### config.mk
export PLATFORM = sky130hd
export DESIGN_NAME = prog_loader
export DESIGN_NICKNAME = d
export VERILOG_FILES = /design/src/rtl/avr_pkg.sv /design/src/rtl/prog_sync_hunt.sv /design/src/rtl/prog_loader.sv
export SDC_FILE = /design/constraint.sdc
export NUM_CORES = 1
export LEC_CHECK = 0
export ABC_AREA = 1
export CORE_MARGIN = 10
export CORE_UTILIZATION = 49
export DETAILED_ROUTE_END_ITERATION = 8
export PLACE_DENSITY = 0.8
export SLEW_MARGIN = 25
export SYNTH_ARGS = -nofsm -noshare
export SYNTH_HDL_FRONTEND = slang
export SYNTH_SLANG_ARGS = --single-unit
export TNS_END_PERCENT = 50
### constraint.sdc
create_clock -name i_clk -period 5.6 [get_ports i_clk]
set_input_delay 1.68 -clock i_clk [delete_from_list [all_inputs] [get_ports i_clk]]
set_output_delay 1.68 -clock i_clk [all_outputs]
set_load 0.05 [all_outputs]
### src/rtl/avr_pkg.sv
// Shared definitions for the program loader: FSM state encoding, default entry key
// and a small sizing helper.
package avr_pkg;

    typedef enum logic [2:0] {
        StHunt0,
        StHunt1,
        StHunt2,
        StLoad,
        StExit
    } loader_state_e;

    localparam logic [7:0] SYNC0_DEF = 8'hA9;
    localparam logic [7:0] SYNC1_DEF = 8'h44;
    localparam logic [7:0] SYNC2_DEF = 8'h45;

    // Counter width for n states, never below one bit.
    function automatic int unsigned cnt_bits(input int unsigned n);
        return (n > 1) ? $clog2(n) : 1;
    endfunction

endpackage

### src/rtl/prog_sync_hunt.sv
// Entry-key hunter: watches the byte stream for SYNC0, SYNC1, SYNC2 and flags the
// cycle in which the final key byte arrives.
module prog_sync_hunt
    import avr_pkg::*;
#(
    parameter logic [7:0] SYNC0 = SYNC0_DEF,
    parameter logic [7:0] SYNC1 = SYNC1_DEF,
    parameter logic [7:0] SYNC2 = SYNC2_DEF
) (
    input  logic       i_clk,
    input  logic       i_reset,
    input  logic       i_enable,
    input  logic [7:0] i_rx_data,
    input  logic       i_rx_valid,
    output logic       o_key_found
);

    loader_state_e r_state;

    // Decoded rather than registered so the loader enters LOAD on the same edge.
    assign o_key_found = i_enable && i_rx_valid && (r_state == StHunt2) &&
                         (i_rx_data == SYNC2);

    always_ff @(posedge i_clk or negedge i_reset) begin
        if (!i_reset) begin
            r_state <= StHunt0;
        end else if (!i_enable) begin
            r_state <= StHunt0;
        end else if (i_rx_valid) begin
            case (r_state)
                StHunt0: begin
                    if (i_rx_data == SYNC0) r_state <= StHunt1;
                end
                StHunt1: begin
                    if (i_rx_data == SYNC1)      r_state <= StHunt2;
                    else if (i_rx_data == SYNC0) r_state <= StHunt1;
                    else                         r_state <= StHunt0;
                end
                StHunt2: begin
                    if (i_rx_data == SYNC2)      r_state <= StHunt0;
                    else if (i_rx_data == SYNC0) r_state <= StHunt1;
                    else                         r_state <= StHunt0;
                end
                default: r_state <= StHunt0;
            endcase
        end
    end

endmodule

### src/rtl/prog_loader.sv
// UART program loader: after the entry key, packs payload bytes into flash words,
// writes them sequentially, keeps a byte checksum and leaves on an idle timeout.
module prog_loader
    import avr_pkg::*;
#(
    parameter int unsigned ADDR_W         = 14,
    parameter int unsigned WORD_BYTES     = 2,
    parameter int unsigned TIMEOUT_CYCLES = 5000000,
    parameter logic [7:0]  SYNC0          = SYNC0_DEF,
    parameter logic [7:0]  SYNC1          = SYNC1_DEF,
    parameter logic [7:0]  SYNC2          = SYNC2_DEF,
    parameter bit          MSB_FIRST      = 1'b1
) (
    input  logic                    i_clk,
    input  logic                    i_reset,
    input  logic [7:0]              i_rx_data,
    input  logic                    i_rx_valid,
    output logic                    o_prog_mode,
    output logic                    o_core_hold,
    output logic [ADDR_W-1:0]       o_flash_addr,
    output logic [8*WORD_BYTES-1:0] o_flash_data,
    output logic                    o_flash_we,
    output logic                    o_done,
    output logic                    o_done_err,
    output logic [7:0]              o_chk_sum
);

    localparam int unsigned LW = cnt_bits(WORD_BYTES);
    localparam int unsigned TW = cnt_bits(TIMEOUT_CYCLES + 1);
    localparam int unsigned DW = 8 * WORD_BYTES;
    localparam logic [LW-1:0] LANE_LAST = LW'(WORD_BYTES - 1);
    localparam logic [TW-1:0] TO_LOAD   = TW'(TIMEOUT_CYCLES);

    loader_state_e     r_state;
    logic [LW-1:0]     r_lane;
    logic [ADDR_W-1:0] r_addr;
    logic [DW-1:0]     r_word;
    logic [TW-1:0]     r_timeout;
    logic              r_ovf;
    logic              r_prog_mode;
    logic [ADDR_W-1:0] r_flash_addr;
    logic [DW-1:0]     r_flash_data;
    logic              r_flash_we;
    logic              r_done;
    logic              r_done_err;
    logic [7:0]        r_chk_sum;

    logic          w_key_found;
    logic [LW-1:0] w_sel;
    logic [DW-1:0] w_word;

    prog_sync_hunt #(
        .SYNC0 (SYNC0),
        .SYNC1 (SYNC1),
        .SYNC2 (SYNC2)
    ) u_hunt (
        .i_clk       (i_clk),
        .i_reset     (i_reset),
        .i_enable    (r_state == StHunt0),
        .i_rx_data   (i_rx_data),
        .i_rx_valid  (i_rx_valid),
        .o_key_found (w_key_found)
    );

    assign w_sel = MSB_FIRST ? (LANE_LAST - r_lane) : r_lane;

    // Current partial word with the incoming byte merged into its lane.
    always_comb begin
        int unsigned w_bit;
        w_bit  = 32'(w_sel) * 8;
        w_word = r_word;
        w_word[w_bit +: 8] = i_rx_data;
    end

    always_ff @(posedge i_clk or negedge i_reset) begin
        if (!i_reset) begin
            r_state      <= StHunt0;
            r_lane       <= '0;
            r_addr       <= '0;
            r_word       <= '0;
            r_timeout    <= '0;
            r_ovf        <= 1'b0;
            r_prog_mode  <= 1'b0;
            r_flash_addr <= '0;
            r_flash_data <= '0;
            r_flash_we   <= 1'b0;
            r_done       <= 1'b0;
            r_done_err   <= 1'b0;
            r_chk_sum    <= '0;
        end else begin
            r_flash_we <= 1'b0;
            r_done     <= 1'b0;
            r_done_err <= 1'b0;
            case (r_state)
                StLoad: begin
                    if (i_rx_valid) begin
                        r_word    <= w_word;
                        r_chk_sum <= r_chk_sum + i_rx_data;
                        r_timeout <= TO_LOAD;
                        if (r_lane == LANE_LAST) begin
                            r_lane <= '0;
                            if (!r_ovf) begin
                                r_flash_we   <= 1'b1;
                                r_flash_addr <= r_addr;
                                r_flash_data <= w_word;
                                if (r_addr == '1) r_ovf  <= 1'b1;
                                else              r_addr <= r_addr + ADDR_W'(1);
                            end
                        end else begin
                            r_lane <= r_lane + LW'(1);
                        end
                    end else if (r_timeout <= TW'(1)) begin
                        r_timeout   <= '0;
                        r_state     <= StExit;
                        r_prog_mode <= 1'b0;
                        r_done      <= 1'b1;
                        r_done_err  <= (r_lane != '0) | r_ovf;
                    end else begin
                        r_timeout <= r_timeout - TW'(1);
                    end
                end
                StExit: begin
                    // Any partial word is dropped here.
                    r_state <= StHunt0;
                    r_lane  <= '0;
                    r_word  <= '0;
                end
                default: begin
                    if (w_key_found) begin
                        r_state     <= StLoad;
                        r_prog_mode <= 1'b1;
                        r_lane      <= '0;
                        r_addr      <= '0;
                        r_word      <= '0;
                        r_ovf       <= 1'b0;
                        r_chk_sum   <= '0;
                        r_timeout   <= TO_LOAD;
                    end
                end
            endcase
        end
    end

    assign o_prog_mode  = r_prog_mode;
    assign o_core_hold  = r_prog_mode;
    assign o_flash_addr = r_flash_addr;
    assign o_flash_data = r_flash_data;
    assign o_flash_we   = r_flash_we;
    assign o_done       = r_done;
    assign o_done_err   = r_done_err;
    assign o_chk_sum    = r_chk_sum;

endmodule

---- Word-level counts from Yosys, hierarchy flattened ----
Index checks and enable logic that the tools add are counted.
word-level totals
  flip-flop bits (word level) ............. 103
  input port bits ......................... 11
  output and inout port bits .............. 43
operators by class
  add/subtract/negate cells ............... 6
  order comparisons ....................... 1
  eq/ne operators ......................... 16
  shift-type cells ........................ 2
  muxes and demuxes ....................... 51
  bitwise logic cells ..................... 3
  reductions and logical operators ........ 16
operators by type and width
  cell                                                   count
  2-to-1 mux 14 bit                                      5
  2-to-1 mux 23 bit                                      3
  case mux 23 bit (2 select lines)                       1
  negation 4 -> 34 bit                                   1
  variable shift 8 x 34 -> 16 bit, first input constant  1
  indexed part select 8 x 34 -> 16 bit                   1
  2-to-1 mux 16 bit                                      2
  case mux 16 bit (2 select lines)                       1
  case mux 14 bit (2 select lines)                       1
  <= comparator 23 x 1 -> 1 bit, second input constant   1
  subtractor 23 x 1 -> 23 bit, second input constant     1
  2-to-1 mux 1 bit                                       22
  2-to-1 mux 3 bit                                       7
  bitwise mux 16 bit                                     1
  equality test 8 x 7 -> 1 bit, second input constant    2
  2-to-1 mux 8 bit                                       2
  case mux 8 bit (2 select lines)                        1
  adder 14 x 1 -> 14 bit, second input constant          1
  equality test 14 bit, second input constant            1
  inequality test 2 bit, second input constant           7
  AND reduction 4 bit                                    3
  case mux 3 bit (3 select lines)                        1
  adder 8 bit                                            1
  equality test 8 bit, second input constant             1
  other kinds (17)                                       27

---- Depth between registers and ports, before layout ----
  word-level depth ........................ 6
  depth in mapped cells ................... 11
  depth with buffers taken out ............ 11

---- Cells and area by module ----
Synthesis repeated with hierarchy kept, for this count alone.
unflattened totals
  cell total of the unflattened synthesis .. 674
  area total of the unflattened synthesis .. 5,252.5 sq um
modules (own cells, without submodules)
  module          instances  cells an instance  area an instance (sq um)  sequential area each (sq um)
  prog_loader     1          629                4,994.8                   2,352.3
  prog_sync_hunt  1          45                 257.7                     50.0

---- Least setup slack after synthesis ----
No wires, ideal clock.
  path type ............................... input to register
  start point ............................. input i_rx_data[1]
  end point ............................... register r_addr[3]
  setup time .............................. 127 ps
  data arrival time ....................... 2,788 ps
  required time ........................... 5,473 ps
  slack ................................... 2,686 ps
  stages on the path ...................... 9
  path buffers ............................ 1
  cells stage by stage .................... inv_1 -> nand2_1 -> nor2_1 -> nand3_1 -> a21oi_4 -> nand2_1 -> nor2_4 -> buf_4 -> o21ai_0
on the way
  cells in the longest elaborated chain, start to end .. 4
RTL lines
  element                        RTL line              source
  start: declaration             prog_loader.sv:16     input logic [7:0] i_rx_data,
  equality test 8 x 7 -> 1 bit   prog_sync_hunt.sv:22  (i_rx_data == SYNC2);
  logical AND 1 bit              prog_sync_hunt.sv:21  assign o_key_found = i_enable && i_rx_valid && (r_state == StHunt2) &&
  nonzero test 2 bit (no line)   --
  AND reduction 6 bit (no line)  --
  end signal: assignment         prog_loader.sv:107    else r_addr <= r_addr + ADDR_W'(1);
  end: declaration               prog_loader.sv:36     logic [ADDR_W-1:0] r_addr;
Every way passes these cells.
A chain may end at the register's enable or synchronous reset.

---- Final worst setup path ----
  start point ............................. input i_rx_data[1]
  end point ............................... register r_addr[2]
Same word-level chain as after synthesis.

==> metrics.txt <==
CTS tree=built; Rows=38; Seq/Total Area, Yosys=46.7%; HP Class=flop to flop; share of layout cells above drive strength 1=3.35%; Fin Clk Skew=0.0108 ns; Pleak=2.95 nW; final hold vios=0; I/O Pins=54; dominant synthesized flop cell=dfrtp_1; postcts setup bufs=0; crit path launch type=input pin; slack of the critical path=1.61 ns; Slew Limit Headroom=43.1%; Root Buffer=clkbuf_8; Yosys reg bits=101; Routed Antenna Nets=0; first-pass GRT wire length=21400 µm; final setup TNS=0 ns; I/O Buffers=53; die height=125 µm; hold_buf cts=0; Post-DP HPWL=9400 µm; CTS Buf Count=9; fin crit share=71.2%; WS Path Type=input pin to flop; Layout Area Growth over Synthesis=15.5%; syn_nets=751; Num Clock Sinks=101; status=completed; Final Setup Violations=0; Slew Limit Fails=0; R2R Setup Slk=2.78 ns; Most Used Layer, Global Route=met2; max cap viols=0; die area=15700 µm²; initial antenna violation count=0; M2 GR Usage=25.6%; Initial Util=50.0%; cell area after synthesis=5420 µm²; drt first pass iters=6; Ant. Diodes=0; number of flops mapped to enable cells by yosys=0; initial drt markers=433; Total Wirelength=12700 µm; fin nets=796; die width=125 µm; CP Data Arrival Time=4.23 ns; Final Total Pwr=3.44 mW; RSZ-0062 raised after global routing=false; vias in the first global route=4578; ys async rst share=100%; Avg Cell Area, Syn=7.46 µm²; Synth cell types=32; maximum fanout along the worst path=27; H-Tree Depth=3; core area=10800 µm²; slew of the pin with the lowest slew margin=0.853 ns; CP required=5.84 ns; hold_ws=0.486 ns; Overflow after GRT=0; WL/cell=13.8 µm; Clk Latency, worst-skew pair=0.38 ns; Synth Warn #=0; vias per inst=5.27; met1 Use GR=20.5%; # resized after CTS=0; GRT Total Usage=15.9%; dpl ws=1.20 ns; DR DRC count=0; M3 GR Usage=4.48%; cell count of the worst hold path=2; PwrDens=549 nW/µm²; pin count of the biggest net entering global routing=71; CP Capture Type=flop; Clock transition at path regs=0.10 ns; Register-to-Register Path Depth=9; GPL Wtd Cong=0.911; Max Freq=0.251 GHz; Synth Instances=726; clk buf depth=2; Worst VDD drop=299 µV; routed vias=4829; Tmin final=3.99 ns
==> through the flow <==
stage | util (%) | instance area [µm²] | std cells
after floorplan | - | 5420 | 726
after global placement | 55.7 | 6040 | 900
after detailed placement | 55.8 | 6050 | 900
after CTS | 57.7 | 6260 | 916
after global routing | 57.7 | 6260 | 916
final | 57.7 | 6260 | 916
==> cells in the final DEF (no fill, tap or decap), types with 2 or more instances in the layout <==
cell type          n
o22ai_1            4
nor3_1             7
clkbuf_8          10
clkdlybuf4s50_1   52
a31oi_1            2
o21ai_0           96
nand4_1           12
o21ai_1            2
nand3b_1           3
inv_1             80
nor2_1            98
ha_1              13
a21oi_4            2
nand3_1           31
buf_4              3
o21bai_1           4
inv_6              2
inv_2              3
dfrtp_1          101
xnor2_1            2
a21oi_1           15
nand2_1          205
xor2_1            15
==> final cells by class <==
type	count	area [µm²]
Fill cell	1013	4580
Multi-Input combinational cell	520	2490
Tap cell	140	175
Sequential cell	101	2530
Inverter	84	315
Clock inverter	5	66.3
Clock buffer	11	141
Timing Repair Buffer	55	543
==> worst paths after layout <==
| kind | from | to |
|---|---|---|
| setup / recovery | i_rx_data[1] | r_addr[2]$_DFFE_PN0P_ |
| hold / removal | o_flash_addr[11]$_DFFE_PN0P_ | o_flash_addr[11]$_DFFE_PN0P_ |
| setup reg to reg | r_state[2]$_DFFE_PN0P_ | r_timeout[9]$_DFFE_PN0P_ |
| hold reg to reg | o_flash_addr[11]$_DFFE_PN0P_ | o_flash_addr[11]$_DFFE_PN0P_ |
| max in group asynchronous | i_reset | o_chk_sum[2]$_DFFE_PN0P_ |
| min in group asynchronous | i_reset | o_flash_data[12]$_DFFE_PN0P_ |
==> per-layer routing <==
layer  vias up  wire length [µm]
met5         -                 0
met3        16               799
met1      2277              5700
met4         0               167
met2       132              5990
li1       2404                 -
==> cell families after synthesis <==
family,after synthesis,synth area share [%]
flops,101,46.7
buf+inv,105,7.62
compound gates,127,12.4
simple gates,362,27.2
xor+xnor,17,2.75
fa+ha+maj,14,3.37
==> cell usage after synthesis, types with 2 or more instances <==
cell type	n	share of area [%]
buf_4	3	0.42
nor2_1	98	6.8
clkbuf_1	12	0.83
nor3_1	7	0.65
buf_2	6	0.55
o21ai_1	2	0.18
inv_1	80	5.5
o21ai_0	96	8.9
xor2_1	15	2.4
nand3b_1	3	0.42
dfrtp_1	101	47
nand3_1	31	2.9
xnor2_1	2	0.32
o22ai_1	4	0.46
o21bai_1	4	0.55
a31oi_1	2	0.23
ha_1	13	3.0
inv_2	3	0.21
a21oi_1	16	1.5
nand4_1	12	1.4
nand2_1	205	14
==> worst max-delay path, cell delays in order <==
cell and delay [ns]:
clkdlybuf4s50_1 0.49, inv_1 0.13, nand2_1 0.08, nor2_1 0.10, nand3_1 0.23, a21oi_4 0.60, nand2_1 0.26, nor2_4 0.46
o21ai_0 0.18
==> state kept, by name, indices dropped and copies added (netlist names) <==
signal	flops
r_timeout	23
o_flash_data	16
r_word	16
o_flash_addr	14
r_addr	14
o_chk_sum	8
r_state	2
u_hunt.r_state	2
o_core_hold	1
o_done	1
o_done_err	1
o_flash_we	1
r_lane	1
r_ovf	1
==> report_power, final <==
| part | internal [mW] | total, mW | switching [mW] |
|---|---|---|---|
| Clock | 0.226 | 0.492 | 0.266 |
| Sequential | 0.977 | 1.17 | 0.192 |
| Combinational | 0.536 | 1.77 | 1.24 |
| Total | 1.74 | 3.44 | 1.70 |
Power figures use the tool's default switching activity.
